$ cat config.mk
export PLATFORM = sky130hd
export DESIGN_NAME = instruction_fetch
export DESIGN_NICKNAME = d
export VERILOG_FILES = /design/src/rtl/instruction_fetch.sv
export SDC_FILE = /design/constraint.sdc
export NUM_CORES = 1
export LEC_CHECK = 0
export ABC_AREA = 1
export CAP_MARGIN = 20
export CORE_MARGIN = 3
export CORE_UTILIZATION = 36
export DETAILED_ROUTE_END_ITERATION = 7
export HOLD_SLACK_MARGIN = 0.1
export PLACE_DENSITY = 0.73
export SLEW_MARGIN = 20
export SYNTH_ARGS = -nofsm -noshare
export SYNTH_HDL_FRONTEND = slang
export SYNTH_SLANG_ARGS = --single-unit
$ cat constraint.sdc
create_clock -name clock -period 3.32 [get_ports clock]
set_input_delay 0.664 -clock clock [delete_from_list [all_inputs] [get_ports clock]]
set_output_delay 0.664 -clock clock [all_outputs]
set_load 0.02 [all_outputs]
$ cat src/rtl/instruction_fetch.sv
// instruction_fetch
//   Fetch stage in front of singlecycle_control and the datapath decoder.
//   It owns the PC. It fetches one instruction word over a req/ack handshake
//   whose latency varies, and it holds that word stable while the core
//   executes it. When the controller commits, the PC moves to the next_pc
//   value that the datapath computed.
//
// Parameters
//   RESET_PC         PC value loaded on reset
//   INSTRET_W        width of the retired-instruction counter
//
// Ports
//   clock            single clock; all state changes on its rising edge
//   reset            asynchronous, active-high
//   imem_req         fetch request; stays high until imem_ack
//   imem_addr        fetch address (always equal to pc)
//   imem_ack         imem_rdata is valid this cycle; ignored when imem_req=0
//   imem_rdata       instruction word from instruction memory
//   next_pc          next PC from the datapath
//   pc_write_enable  controller commit; acted on only while inst_valid=1
//   pc               address of the instruction presented on inst
//   inst             current instruction, or NOP when inst_valid=0
//   inst_opcode      inst[6:0]
//   inst_valid       inst is the word fetched from pc
//   fetch_misaligned sticky flag: a commit targeted a non-word-aligned PC
//   instret          count of committed instructions; wraps silently
//
// State table
//   state | meaning
//   BOOT  | first cycle after reset; no request outstanding
//   FETCH | request for pc outstanding, waiting for imem_ack
//   HOLD  | instruction presented, waiting for the controller commit
//   ERROR | a commit targeted a misaligned PC; parked until reset

module instruction_fetch #(
  parameter logic [31:0] RESET_PC  = 32'h0040_0000,
  parameter int          INSTRET_W = 32
) (
  input  logic                 clock,
  input  logic                 reset,
  output logic                 imem_req,
  output logic [31:0]          imem_addr,
  input  logic                 imem_ack,
  input  logic [31:0]          imem_rdata,
  input  logic [31:0]          next_pc,
  input  logic                 pc_write_enable,
  output logic [31:0]          pc,
  output logic [31:0]          inst,
  output logic [6:0]           inst_opcode,
  output logic                 inst_valid,
  output logic                 fetch_misaligned,
  output logic [INSTRET_W-1:0] instret
);

  localparam logic [31:0] NOP = 32'h0000_0013;

  typedef enum logic [1:0] {
    BOOT  = 2'd0,
    FETCH = 2'd1,
    HOLD  = 2'd2,
    ERROR = 2'd3
  } state_t;

  state_t                 state_q, state_d;
  logic [31:0]            pc_q, pc_d;
  logic [31:0]            inst_q, inst_d;
  logic                   misaligned_q, misaligned_d;
  logic [INSTRET_W-1:0]   instret_q, instret_d;

  always_ff @(posedge clock or posedge reset) begin
    if (reset) begin
      state_q      <= BOOT;
      pc_q         <= RESET_PC;
      inst_q       <= NOP;
      misaligned_q <= 1'b0;
      instret_q    <= '0;
    end else begin
      state_q      <= state_d;
      pc_q         <= pc_d;
      inst_q       <= inst_d;
      misaligned_q <= misaligned_d;
      instret_q    <= instret_d;
    end
  end

  always_comb begin
    state_d      = state_q;
    pc_d         = pc_q;
    inst_d       = inst_q;
    misaligned_d = misaligned_q;
    instret_d    = instret_q;
    unique case (state_q)
      BOOT: begin
        state_d = FETCH;
      end
      FETCH: begin
        // imem_rdata is sampled only here, so an undriven bus never
        // reaches inst_q.
        if (imem_ack) begin
          inst_d  = imem_rdata;
          state_d = HOLD;
        end
      end
      HOLD: begin
        if (pc_write_enable) begin
          instret_d = instret_q + INSTRET_W'(1);
          pc_d      = next_pc;
          if (next_pc[1:0] == 2'b00) begin
            state_d = FETCH;
          end else begin
            misaligned_d = 1'b1;
            state_d      = ERROR;
          end
        end
      end
      ERROR: begin
        state_d = ERROR;
      end
      default: begin
        state_d = BOOT;
      end
    endcase
  end

  // Every output is decoded from registered state, so nothing flows
  // combinationally from an input to an output.
  assign imem_req         = (state_q == FETCH);
  assign imem_addr        = pc_q;
  assign pc               = pc_q;
  assign inst_valid       = (state_q == HOLD);
  assign inst             = inst_valid ? inst_q : NOP;
  assign inst_opcode      = inst[6:0];
  assign fetch_misaligned = misaligned_q;
  assign instret          = instret_q;

endmodule

==> summary.txt <==
======================================================================================================
Final Hold Fails                                                                                     0
Cts bufs inserted                                                                                    9
Post-CTS Setup Bufs                                                                                  0
Number of synthesized register bits                                                                 99
Maximum number of pins on one net before global-route repair                                        66
Async set-reset flop share out of synthesis                                                       100%
Part of the cycle the worst path needs                                                           81.4%
Count of synthesis-stage warnings from yosys                                                         0
TritonCTS clock tree                                                                              done
Post-cts resize count                                                                                0
Average wire per cell in the routed design                                                     13.3 um
Unrepaired setup endpoints after global routing                                                     no
Minimum setup slack among reg-to-reg paths                                                     1.71 ns
Detailed-router iteration count before antenna repair                                                4
Cell area after synthesis                                                                     4810 um2
Worst slew margin relative to its limit                                                          59.4%
Worst R2R End                                                                               instret[9]
Worst slew pin tran                                                                           0.609 ns
Width of the die                                                                                122 um
Pre-CTS setup slack                                                                           0.952 ns
Setup ws final                                                                                0.616 ns
Count of input and output buffers                                                                  205
DRC                                                                                                  0
Vias in the first global route                                                                   4,111
Category of the critical setup timing path                                                flip-flop to primary output
Antenna cell count                                                                                   0
P_int                                                                                          2.40 mW
Endpoint of the worst setup timing path                                                   inst_opcode[4]
Largest family of logic cells by synthesized area                                         simple AND/OR/NAND/NOR gates
Wire length of the first global-routing pass                                                 19,800 um
Switching power                                                                               0.998 mW
Combinational cell fraction of total power                                                       26.0%
Final number of max-transition violations                                                            0
Antenna violations before repair                                                                     0
Finish-stage setup viols                                                                             0
Number of vias per cell after detailed routing                                                    4.51
Proportion of synthesized area in mux cells                                                         0%
Placeable Area                                                                              12,800 um2
Count of flip-flops with a built-in enable after synthesis                                           0
Maximum Capacitance Violations                                                                       0
Root cell of the clock tree                                                                  clkbuf_16
Clock group share of total power                                                                 30.3%
Post-CTS Hold Fix Bufs                                                                               0
Timing startpoint of the critical path                                                      state_q[1]
Layout overhead on the synthesized area                                                          46.3%
Reg2reg path depth                                                                                   7
Fin Hold WS                                                                                   0.483 ns
Num rows                                                                                            41
Post-route setup TNS                                                                              0 ns
Largest fanout on the critical path                                                                 31
Number of DRC violations after detailed-routing iteration 0                                        194
Post-route minimum period                                                                      2.70 ns
Switching Fraction                                                                               29.4%
Worst-case clock skew                                                                       0.00524 ns
Share of the synthesized area in compound gates (AO/OA/AOI/OAI)                                  4.00%
Required time of the critical path                                                             2.66 ns
Worst supply voltage drop on vdd                                                              0.182 mV
Clock net sink count                                                                                99
Power density cells                                                                         482 nW/um2
Number of top-level design ports                                                                   206
Sum of net half-perimeters after detailed placement                                            9380 um
FILL cells                                                                                       1,152
Leakage                                                                                        3.38 nW
Number of standard cells after synthesis                                                           589
Sequential share of power                                                                        43.8%
Total routed wirelength                                                                      12,400 um
Synth cell types                                                                                    29
Arrival time at the worst endpoint                                                             2.04 ns
Synthesized area per cell                                                                     8.17 um2
RD Place Congestion                                                                              0.843
Status                                                                                    complete, no violations
Simple-gate portion of the synthesized area                                                      27.2%
F_max                                                                                        0.370 GHz
GRT Overall Usage                                                                                16.7%
Chip height                                                                                     122 um
Clock Latency Late Sink                                                                        0.35 ns
Hold Crit Start                                                                              inst_q[0]
Via count of the routed design                                                                   4,195
H-tree depth                                                                                         3
Most used DFF post-synth                                                                       dfrtp_1
Post-synth net total                                                                               658
Share of final-layout standard cells stronger than drive strength 1                              5.80%
Total congestion overflow after global routing                                                       0
Sort of element at the end of the critical path                                           primary output
Number of nets in the layout                                                                       822
Clock transition at the register clock pins on the worst setup and hold paths after CTS        0.06 ns
Largest buffer count on any clock path                                                               2
Adder and majority gate portion of the synthesized area                                         0.260%
Critical path startpoint category                                                            flip-flop
Worst flop-to-flop path startpoint                                                          state_q[0]
Post-synthesis sequential area ratio                                                             51.6%
Post-detailed-route count of antenna-violating nets                                                  0
Starting utilization of the core area                                                            37.5%
Type of the tightest min-delay check                                                      flip-flop to flip-flop
Area enclosed by the die boundary                                                           14,800 um2
Area share of xor/xnor cells in the synthesized design                                           4.00%
======================================================================================================
[layout make-up]
type                    count  area [um2]  area share [%]
multi-input cells         371        1710            24.3
inverters                  62         236            3.36
clock inverters             7        68.8           0.977
flip-flops and latches     99        2480            35.2
repair buffers            210        2100            29.8
clock buffers               9         225            3.20
well taps                 172         215            3.06
[per-stage QoR]
stage               instance area, um2  power [mW]  cells  utilization (%)
global placement                  6750        2.38    914             52.6
CTS                               7040        3.45    930             54.9
finish                            7040        3.39    930             54.9
floorplan                         4810        2.00    589                -
global route                      7040        3.57    930             54.9
detailed placement                6750        2.40    914             52.6
[state kept, by name (all words and copies together) (netlist names)]
signal / flops
fetch_misaligned: 1
instret: 32
imem_addr: 32
inst_q: 32
state_q: 2
[layer usage]
metal	track usage, %	vias to the layer above	share of wire (%)
li1	-	2090	-
met1	20.8	1925	42
met2	27.7	167	48
met3	3.95	13	7.9
met4	7.35	0	1.9
met5	0	-	0
[synth_stat cells (2+ instances only)]
master / number / area share (%)
buf_2: 7 / 0.73
buf_4: 43 / 6.7
nand4_1: 11 / 1.4
dfstp_2: 4 / 2.2
nand2_2: 2 / 0.26
o21ai_1: 2 / 0.21
xor2_1: 14 / 2.5
xnor2_1: 8 / 1.5
nor2_4: 2 / 0.47
a21oi_1: 32 / 3.3
nor3_1: 3 / 0.31
nor2_2: 7 / 0.91
clkbuf_1: 6 / 0.47
nand2_1: 163 / 13
nand3b_1: 2 / 0.31
inv_1: 61 / 4.8
nand3_1: 18 / 1.9
nor2_1: 97 / 7.6
dfrtp_1: 95 / 49
o21ai_0: 3 / 0.31
[worst min-delay path by stage]
stage | depth (start not counted) | to
6_report | 2 | inst_q[0]
5_1_grt | 2 | imem_addr[22]
4_1_cts | 2 | inst_q[0]
3_5_place_dp | 2 | inst_q[0]
3_3_place_gp | 2 | inst_q[4]
2_1_floorplan | 2 | inst_q[0]
[worst max-delay path: stages, from the launching register on]
cell	delay [ns]
dfrtp_1	0.44
nand2_1	0.09
buf_4	0.29
inv_1	0.14
nand2_1	0.11
clkdlybuf4s50_1	0.62
[cell usage in the layout, fill, tap and decap left out, types with 7 or more instances in the layout]
cell type        count
clkdlybuf4s50_1    205
nand2_1            162
nor2_1              97
dfrtp_1             95
inv_1               60
a21oi_1             32
nand3_1             18
xor2_1              14
nand4_1             11
clkbuf_16            9
xnor2_1              8
nor2_2               7
[cells by family after synthesis]
logic type | count (synthesis)
compound gates | 38
simple gates | 310
fa+ha+maj | 1
xor+xnor | 22
buf+inv | 119
flops | 99
[power by group through the flow]
stage / registers, mW / clock network, mW / logic (mW)
final: 1.49 / 1.03 / 0.881
after global routing: 1.51 / 1.11 / 0.953
after CTS: 1.49 / 1.07 / 0.894
after detailed placement: 1.51 / 0 / 0.892
after global placement: 1.50 / 0 / 0.885
after floorplan: 1.60 / 0 / 0.400
Power figures use the tool's default switching activity.
